$ cat config.mk
export PLATFORM = sky130hd
export DESIGN_NAME = branch_redirect_unit
export DESIGN_NICKNAME = d
export VERILOG_FILES = /design/src/rtl/branch_redirect_unit_pkg.sv /design/src/rtl/redirect_fifo.sv /design/src/rtl/branch_redirect_unit.sv
export SDC_FILE = /design/constraint.sdc
export NUM_CORES = 1
export LEC_CHECK = 0
export ABC_AREA = 0
export CAP_MARGIN = 5
export CORE_MARGIN = 2
export CORE_UTILIZATION = 39
export DETAILED_ROUTE_END_ITERATION = 12
export GPL_TIMING_DRIVEN = 0
export PLACE_DENSITY = 0.66
export SYNTH_ARGS = -nofsm -noshare
export SYNTH_HDL_FRONTEND = slang
export SYNTH_SLANG_ARGS = --single-unit
$ cat constraint.sdc
create_clock -name clk -period 3.4 [get_ports clk]
set_input_delay 0.68 -clock clk [delete_from_list [all_inputs] [get_ports clk]]
set_output_delay 0.68 -clock clk [all_outputs]
set_load 0.1 [all_outputs]
$ cat src/rtl/branch_redirect_unit_pkg.sv
// Shared constants for the branch redirect unit: funct3 branch-condition
// codes, default sizing, and the branch comparison helper.
package branch_redirect_unit_pkg;

    localparam int DEFAULT_NUM_THREADS   = 8;
    localparam int DEFAULT_ADDRESS_WIDTH = 32;

    localparam logic [2:0] F3_BEQ  = 3'b000;
    localparam logic [2:0] F3_BNE  = 3'b001;
    localparam logic [2:0] F3_BLT  = 3'b100;
    localparam logic [2:0] F3_BGE  = 3'b101;
    localparam logic [2:0] F3_BLTU = 3'b110;
    localparam logic [2:0] F3_BGEU = 3'b111;

    // 010 and 011 are reserved encodings and never resolve as taken.
    function automatic logic branch_cond(input logic [2:0]  funct3,
                                         input logic [31:0] a,
                                         input logic [31:0] b);
        case (funct3)
            F3_BEQ:  branch_cond = (a == b);
            F3_BNE:  branch_cond = (a != b);
            F3_BLT:  branch_cond = ($signed(a) <  $signed(b));
            F3_BGE:  branch_cond = ($signed(a) >= $signed(b));
            F3_BLTU: branch_cond = (a <  b);
            F3_BGEU: branch_cond = (a >= b);
            default: branch_cond = 1'b0;
        endcase
    endfunction

endpackage

$ cat src/rtl/redirect_fifo.sv
// In-order queue of pending PC redirects with a sticky drop flag.
// QDEPTH must be a power of two, at least 2, so the pointers wrap naturally.
module redirect_fifo #(
    parameter int WIDTH  = 35,
    parameter int QDEPTH = 4
) (
    input  logic             clk,
    input  logic             rst,
    input  logic             push,
    input  logic [WIDTH-1:0] push_data,
    input  logic             pop,
    output logic             empty,
    output logic             full,
    output logic [WIDTH-1:0] head_data,
    output logic             overflow
);

    localparam int PW = (QDEPTH > 1) ? $clog2(QDEPTH) : 1;
    localparam int CW = $clog2(QDEPTH + 1);

    logic [WIDTH-1:0] mem [QDEPTH];
    logic [PW-1:0]    rd_ptr;
    logic [PW-1:0]    wr_ptr;
    logic [CW-1:0]    count;
    logic             do_pop;
    logic             do_push;

    assign empty     = (count == '0);
    assign full      = (count == CW'(QDEPTH));
    assign head_data = mem[rd_ptr];
    assign do_pop    = pop & ~empty;
    // A pop in the same cycle frees the slot, so a full queue can still accept.
    assign do_push   = push & (~full | do_pop);

    always_ff @(posedge clk or negedge rst) begin
        if (!rst) begin
            rd_ptr   <= '0;
            wr_ptr   <= '0;
            count    <= '0;
            overflow <= 1'b0;
            for (int i = 0; i < QDEPTH; i++) begin
                mem[i] <= '0;
            end
        end else begin
            if (do_push) begin
                mem[wr_ptr] <= push_data;
                wr_ptr      <= wr_ptr + 1'b1;
            end
            if (do_pop) begin
                rd_ptr <= rd_ptr + 1'b1;
            end
            case ({do_push, do_pop})
                2'b10:   count <= count + 1'b1;
                2'b01:   count <= count - 1'b1;
                default: count <= count;
            endcase
            if (push & ~do_push) begin
                overflow <= 1'b1;
            end
        end
    end

endmodule

$ cat src/rtl/branch_redirect_unit.sv
// Resolves execute-stage branches/jumps for a barrel core and queues the
// resulting per-thread PC redirects toward the PC file.
module branch_redirect_unit
    import branch_redirect_unit_pkg::*;
#(
    parameter int NUM_THREADS   = DEFAULT_NUM_THREADS,
    parameter int BITS_THREADS  = $clog2(NUM_THREADS),
    parameter int ADDRESS_WIDTH = DEFAULT_ADDRESS_WIDTH,
    parameter int QDEPTH        = 4
) (
    input  logic                     clk,
    input  logic                     rst,
    input  logic                     valid_e,
    input  logic [BITS_THREADS-1:0]  tid_e,
    input  logic                     branch_e,
    input  logic                     jump_e,
    input  logic                     jalr_e,
    input  logic [2:0]               funct3_e,
    input  logic [31:0]              rs1_e,
    input  logic [31:0]              rs2_e,
    input  logic [ADDRESS_WIDTH-1:0] pc_e,
    input  logic [31:0]              imm_e,
    input  logic                     pc_ready,
    output logic                     pc_src_e,
    output logic [BITS_THREADS-1:0]  branch_tid_e,
    output logic [ADDRESS_WIDTH-1:0] pc_target_e,
    output logic                     misalign_e,
    output logic [BITS_THREADS-1:0]  misalign_tid,
    output logic                     overflow_err
);

    localparam int EW = BITS_THREADS + ADDRESS_WIDTH;

    logic                     taken;
    logic [ADDRESS_WIDTH-1:0] target;
    logic [ADDRESS_WIDTH-1:0] pc_rel_target;
    logic [ADDRESS_WIDTH-1:0] jalr_target;
    logic [31:0]              jalr_sum;
    logic                     is_misaligned;
    logic                     push;
    logic                     fifo_empty;
    logic                     fifo_full;
    logic [EW-1:0]            head;

    assign pc_rel_target = pc_e + ADDRESS_WIDTH'(imm_e);
    assign jalr_sum      = rs1_e + imm_e;

    always_comb begin
        jalr_target    = ADDRESS_WIDTH'(jalr_sum);
        jalr_target[0] = 1'b0;
    end

    // Priority: JALR over JAL over conditional branch.
    always_comb begin
        taken  = 1'b0;
        target = pc_rel_target;
        if (valid_e) begin
            if (jalr_e) begin
                taken  = 1'b1;
                target = jalr_target;
            end else if (jump_e) begin
                taken  = 1'b1;
            end else if (branch_e) begin
                taken  = branch_cond(funct3_e, rs1_e, rs2_e);
            end
        end
    end

    assign is_misaligned = taken & target[1];
    assign push          = taken & ~target[1];

    always_ff @(posedge clk or negedge rst) begin
        if (!rst) begin
            misalign_e   <= 1'b0;
            misalign_tid <= '0;
        end else begin
            misalign_e <= is_misaligned;
            if (is_misaligned) begin
                misalign_tid <= tid_e;
            end
        end
    end

    redirect_fifo #(
        .WIDTH  (EW),
        .QDEPTH (QDEPTH)
    ) u_redirect_fifo (
        .clk       (clk),
        .rst       (rst),
        .push      (push),
        .push_data ({tid_e, target}),
        .pop       (pc_ready),
        .empty     (fifo_empty),
        .full      (fifo_full),
        .head_data (head),
        .overflow  (overflow_err)
    );

    assign pc_src_e     = ~fifo_empty;
    assign branch_tid_e = pc_src_e ? head[EW-1 -: BITS_THREADS] : '0;
    assign pc_target_e  = pc_src_e ? head[ADDRESS_WIDTH-1:0]    : '0;

endmodule

---- Word level (Yosys, flattened, before mapping) ----
Index checks and enable logic that the tools add are counted.
storage, ports and cells
  bits in registers ....................... 152
  input bits .............................. 141
  output and inout port bits .............. 41
  word-level logic and storage cells ...... 65
operators by class
  add/sub/neg operators ................... 6
  magnitude comparators ................... 7
  equal/unequal tests ..................... 10
  multiplexer cells ....................... 16
  bitwise logic cells ..................... 12
  reductions and logical operators ........ 4
operators with widths
  kind                   count
  $bwmux W140            1
  $mux W35               3
  $mux W32               3
  $bmux W35 S2           1
  $demux W35 S2          1
  $add A32 B32 Y32       2
  $ge A32 B32 Y1         2
  $lt A32 B32 Y1         2
  $eq A32 B32 Y1         1
  $ne A32 B32 Y1         1
  $eq A3 B3 Y1 const B   5
  $ge A3 B3 Y1 const B   2
  $logic_not A3 Y1       2
  $not A2 Y3             2
  $pmux W1 S6            1
  $pmux W3 S2            1
  $and A1 B1 Y1          5
  $add A2 B1 Y2 const B  2
  $mux W1                4
  $not A1 Y1             4
  $add A3 B1 Y3 const B  1
  $eq A3 B1 Y1 const B   1
  $lt A3 B1 Y1 const B   1
  $mux W3                1
  other kinds (6)        6

---- Longest topological paths before layout ----
  depth after elaboration ................. 10
  mapped depth ............................ 17
  depth with buffers taken out ............ 16

---- Hierarchy ----
A second synthesis with hierarchy kept.
unflattened totals
  cell total of the unflattened synthesis .. 1064
  area total of the unflattened synthesis .. 11305.8 µm²
by module, submodules not included
  module                instances  cells each  area an instance (µm²)  seq. area each (µm²)
  redirect_fifo         1          378         6518.8                  3703.6
  branch_redirect_unit  1          686         4787.1                  100.1

---- Worst setup path before layout ----
Ideal clock, no wire load.
  path type ............................... in2reg
  from .................................... input rs2_e[14]
  to ...................................... register u_redirect_fifo.count[2]
  setup time .............................. 0.067 ns
  arrival ................................. 4.120 ns
  required time ........................... 3.333 ns
  setup slack ............................. -0.786 ns
  stages .................................. 16
  buffers on the path ..................... 1
  cell sequence ........................... inv_1 > ha_1 > a21oi_1 > nand2_1 > a221o_1 > or3_1 > a211oi_1 > o21ai_2 > nand4_4 > clkbuf_1 > and2_1 > fa_1 > or4b_2 > nor4_1 > a2111oi_0 > nand2_1
between the ends
  cells in the longest elaborated chain, start to end .. 10
  elaborated cells on any way between the ends .. 17
  classes of those cells .................. order compare (4); eq/ne (4); mux (6); bitwise (2); reduce/logical (1)
ends and longest elaborated chain
  item                                                      RTL line                        RTL
  from (decl)                                               branch_redirect_unit.sv:20      input logic [31:0] rs2_e,
  $ge A32 B32 Y1, or another cell as far along              branch_redirect_unit_pkg.sv:25  F3_BGEU: branch_cond = (a >= b);
  $pmux W1 S6 (*)                                           branch_redirect_unit_pkg.sv:19  case (funct3)
  $mux W1 (*)                                               branch_redirect_unit.sv:63      end else if (branch_e) begin
  $mux W1 (*)                                               branch_redirect_unit.sv:61      end else if (jump_e) begin
  $mux W1 (*)                                               branch_redirect_unit.sv:58      if (jalr_e) begin
  $mux W1 (*)                                               branch_redirect_unit.sv:57      if (valid_e) begin
  $and A1 B1 Y1 (*)                                         branch_redirect_unit.sv:70      assign push = taken & ~target[1];
  $and A1 B1 Y1 (*)                                         redirect_fifo.sv:33             assign do_push = push & (~full | do_pop);
  $eq A2 B1 Y1 / $eq A2 B2 Y1 (equally long branches)       redirect_fifo.sv:52             case ({do_push, do_pop})
  $pmux W3 S2 / $reduce_bool A2 Y1 (equally long branches)  n/a
  to (signal assigned)                                      redirect_fifo.sv:53             2'b10: count <= count + 1'b1;
  to (signal assigned)                                      redirect_fifo.sv:54             2'b01: count <= count - 1'b1;
  to (signal assigned)                                      redirect_fifo.sv:55             default: count <= count;
  to (decl)                                                 redirect_fifo.sv:24             logic [CW-1:0] count;
Every way passes the cells marked *; elsewhere a longest branch is shown, timed or not.
A chain may end at the register's enable or synchronous reset.

---- Final worst setup path ----
  from .................................... input rs1_e[15]
  to ...................................... register u_redirect_fifo.mem[43] in the netlist's numbering
between the ends
  cells in the longest elaborated chain, start to end .. 8
  elaborated cells on any way between the ends .. 13
  classes of those cells .................. order compare (4); eq/ne (2); mux (5); bitwise (2)
ends and longest elaborated chain
  item                                          RTL line                        RTL
  from (decl)                                   branch_redirect_unit.sv:19      input logic [31:0] rs1_e,
  $ge A32 B32 Y1, or another cell as far along  branch_redirect_unit_pkg.sv:25
  $pmux W1 S6 (*)                               branch_redirect_unit_pkg.sv:19
  $mux W1 (*)                                   branch_redirect_unit.sv:63
  $mux W1 (*)                                   branch_redirect_unit.sv:61
  $mux W1 (*)                                   branch_redirect_unit.sv:58
  $mux W1 (*)                                   branch_redirect_unit.sv:57
  $and A1 B1 Y1 (*)                             branch_redirect_unit.sv:70
  $and A1 B1 Y1 (*)                             redirect_fifo.sv:33
  to (signal, indexed assignment)               redirect_fifo.sv:46             mem[wr_ptr] <= push_data;
  to (decl)                                     redirect_fifo.sv:21             logic [WIDTH-1:0] mem [QDEPTH];
Marked as above.

==> results.md <==
- Status: complete, but fails checks
- Failing checks: negative setup slack
- Synth Register Bits: 152
- Adder-Cell Fraction of Synth Area: 10.9%
- Hold Path Class: in -> async
- Via Count: 10.2k
- # setup viols final: 70
- Area growth syn-to-layout: 43.8%
- Largest family of logic cells by synthesized area: multiplexers
- Commonest cells in the netlist: dfrtp_1 (152), mux2_2 (115), ha_1 (97)
- Top-area cell type share of the netlist area: 32.6%
- GRT Total Usage: 22.2%
- Post-route minimum period: 3.46 ns
- Peak VDD IR: 0.00114 V
- Yosys Warn Count: 0
- Clock Power Share: 12.4%
- Synth Area per Inst: 10.2 sq um
- # rows: 63
- Main area contributors after synthesis: dfrtp_1 (33%), mux2_2 (11%), ha_1 (10%)
- Vias in the first global route: 10.1k
- Die ar.: 31300 sq um
- Synth Cell Area: 11700 sq um
- Nature of the critical path endpoint: flip-flop
- Die Ht: 177 um
- Vias/cell: 5.72
- Net Count, Synth: 1379
- Sequential share of the synthesized area: 32.6%
- Slew headroom: 34.4%
- Post-synthesis async set-or-reset flop share: 100%
- P_leak: 7.16 nW
- Most common cell in the netlist: dfrtp_1
- Clock latency on the worst-skew pair: 0.43 ns
- Required time of the critical path: 3.71 ns
- Share of layout cells above drive strength 1: 38.4%
- Worst clock skew: 0.0170 ns
- Ant. Diodes: 0
- Post-DRT Antenna Nets: 0
- I/O pin count: 182
- Worst-path clk slew: 0.07 ns
- DRT iter0 DRCs: 601
- Startpoint Class: input port
- Post-DP HPWL: 26600 um
- Synthesized instance count: 1138
- Global-route wire length before repair: 54300 um
- Cts-stage hold buffer count: 0
- Final Slew Violations: 0
- CTS tree: yes
- Port Buffer Count: 181
- Combinational Power Share: 64.1%
- Core Util, Final: 56.7%
- Switching Share: 49.2%
- Pwr Total: 13.9 mW
- CTS Buf Count: 17
- Fin cells: 1790
- Setup WS post-layout: -0.0622 ns
- XOR/XNOR Fraction of Synth Area: 3.08%
- Worst Max-Slew Pin Slew: 0.981 ns
- RSZ-0062 raised after global routing: yes
- Final Hold Vio Count: 0
- Core Box Area: 29600 sq um
- Period utilisation layout: 102%
- Worst EP arrival: 3.77 ns
- Clock Path Buffers: 2
- Area fraction in compound gates after synthesis: 15.4%
- Setup_tns: -1.81 ns
- Synth area leader: dfrtp_1
- Antenna violations before repair: 1
- Power per cell area: 829 nW/um^2
- Fin nets: 1628
- P_sw: 6.84 mW
- Largest net degree at the start of global routing: 92
- Routed WL: 37500 um
- Register share of total power: 23.5%
- Hold slack: 0.306 ns
- Synth cell types: 70
- Sinks on the clock net: 152
- DRT Pass-1 Iters: 5
- Crit-path max FO: 5
- Initial Utilization: 39.4%
- Pint: 7.05 mW
- GP Congestion: 0.870
- Die width: 177 um
- Max Fclk: 289 MHz
- EDFF count, synth: 0
- Root buf cell: clkbuf_16
- Mux share of post-synthesis cell area: 19.6%
- Ys flop type: dfrtp_1
- Synth Area in Simple Gates: 14.5%
- Drt wl/cell: 20.9 um
- # DRC: 0
- Placed cells: 1711
- Max Cap Violations: 0
- Critical path type: in -> reg
- # H-tree levels: 4
- Grt total ovfl: 0
## layout make-up
class / instances / area, sq um
fill: 2509 / 12800
multi-input combinational: 889 / 8930
sequential: 152 / 3800
timing repair buffer: 244 / 2480
tap: 390 / 488
clock buffer: 20 / 437
buffer: 30 / 303
inverter: 53 / 216
clock inverter: 12 / 96.3
## routing by layer
layer	routed length, um	share of wire (%)	global-route usage (%)
met4	546	1.5	4.30
met1	16900	45	30.4
met3	2170	5.8	3.61
met5	0	0	0
met2	17900	48	37.4
## timing repair
item	CTS	global route
setup endpoints to repair	186	155
cloned	1	10
resized for setup	289	393
pin swaps	64	51
setup buffers	26	26
## registers in the layout, summed over array words and instances, names as in the netlist
name                      count
misalign_e                    1
misalign_tid                  3
u_redirect_fifo.count         3
u_redirect_fifo.mem         140
u_redirect_fifo.overflow      1
u_redirect_fifo.rd_ptr        2
u_redirect_fifo.wr_ptr        2
## placed cells by master (no fill, tap or decap), types with 7 or more instances in the layout
master,n
a211oi_1,7
mux4_2,35
nor3_1,11
a21o_1,27
dlygate4sd2_1,17
nand3b_1,9
clkbuf_2,43
mux2_4,117
dfrtp_1,151
nand2b_1,10
xnor2_1,23
a21oi_2,16
nand4_1,20
o21a_1,7
nand3_1,25
a21oi_1,54
clkdlybuf4s15_2,29
clkbuf_16,27
o21ai_1,10
clkdlybuf4s50_1,66
nand2_1,67
clkbuf_1,14
mux2_2,12
o21ai_0,38
or3_1,9
buf_12,16
ha_2,12
buf_6,21
ha_4,33
a31oi_1,7
nor2_1,49
o211ai_1,7
ha_1,52
xor2_1,18
o31ai_1,18
dlymetal6s2s_1,12
buf_4,37
and2_1,49
inv_1,28
inv_2,22
## power by group through the flow
| stage | registers [mW] | clock network [mW] | logic [mW] |
|---|---|---|---|
| 6_report | 3.27 | 1.72 | 8.90 |
| 5_1_grt | 3.36 | 1.83 | 9.32 |
| 4_1_cts | 3.20 | 1.73 | 8.10 |
| 3_5_place_dp | 3.15 | 0 | 8.16 |
| 3_3_place_gp | 3.10 | 0 | 8.05 |
| 2_1_floorplan | 3.13 | 0 | 6.13 |
## worst max-delay path, cell delays in order
cell and delay (ns):
clkbuf_2 0.15, ha_4 0.22, nand4_1 0.14, nor2_1 0.06, a221o_1 0.31, or3_4 0.43
o2bb2ai_4 0.15, o21ai_4 0.18, nand4_4 0.15, buf_6 0.15, buf_12 0.13, buf_6 0.12
nor3_4 0.20, buf_6 0.20, clkbuf_16 0.18, mux2_4 0.30
## path summary, 6_finish.rpt
path / start / endpoint / slack [ns] / cells past startpoint
hold reg to reg: u_redirect_fifo.overflow$_DFFE_PN0P_ / u_redirect_fifo.overflow$_DFFE_PN0P_ / 0.49 / 1
max in group asynchronous: rst / u_redirect_fifo.mem[8]$_DFFE_PN0P_ / 2.28 / 2
hold / removal: rst / u_redirect_fifo.count[1]$_DFFE_PN0P_ / 0.31 / 1
setup / recovery: rs1_e[15] / u_redirect_fifo.mem[43]$_DFFE_PN0P_ / -0.06 / 16
setup reg to reg: u_redirect_fifo.count[0]$_DFFE_PN0P_ / u_redirect_fifo.count[2]$_DFFE_PN0P_ / 0.53 / 9
min in group clk: u_redirect_fifo.overflow$_DFFE_PN0P_ / u_redirect_fifo.overflow$_DFFE_PN0P_ / 0.49 / 1
## metrics by stage
step	instance area, sq um	setup slack (ns)
final	16800	-0.0622
after global placement	14100	-4.41
after floorplan	11800	-0.506
after CTS	15300	-0.225
after detailed placement	14200	-1.96
after global routing	16800	-0.197
## logic make-up after synthesis
group	after synthesis
flip-flops	152
XOR/XNOR	41
buffers and inverters	97
adder cells (fa/ha/maj)	100
multiplexers	168
AO/OA/AOI/OAI	272
AND/OR/NAND/NOR	308
Power figures use the tool's default switching activity.
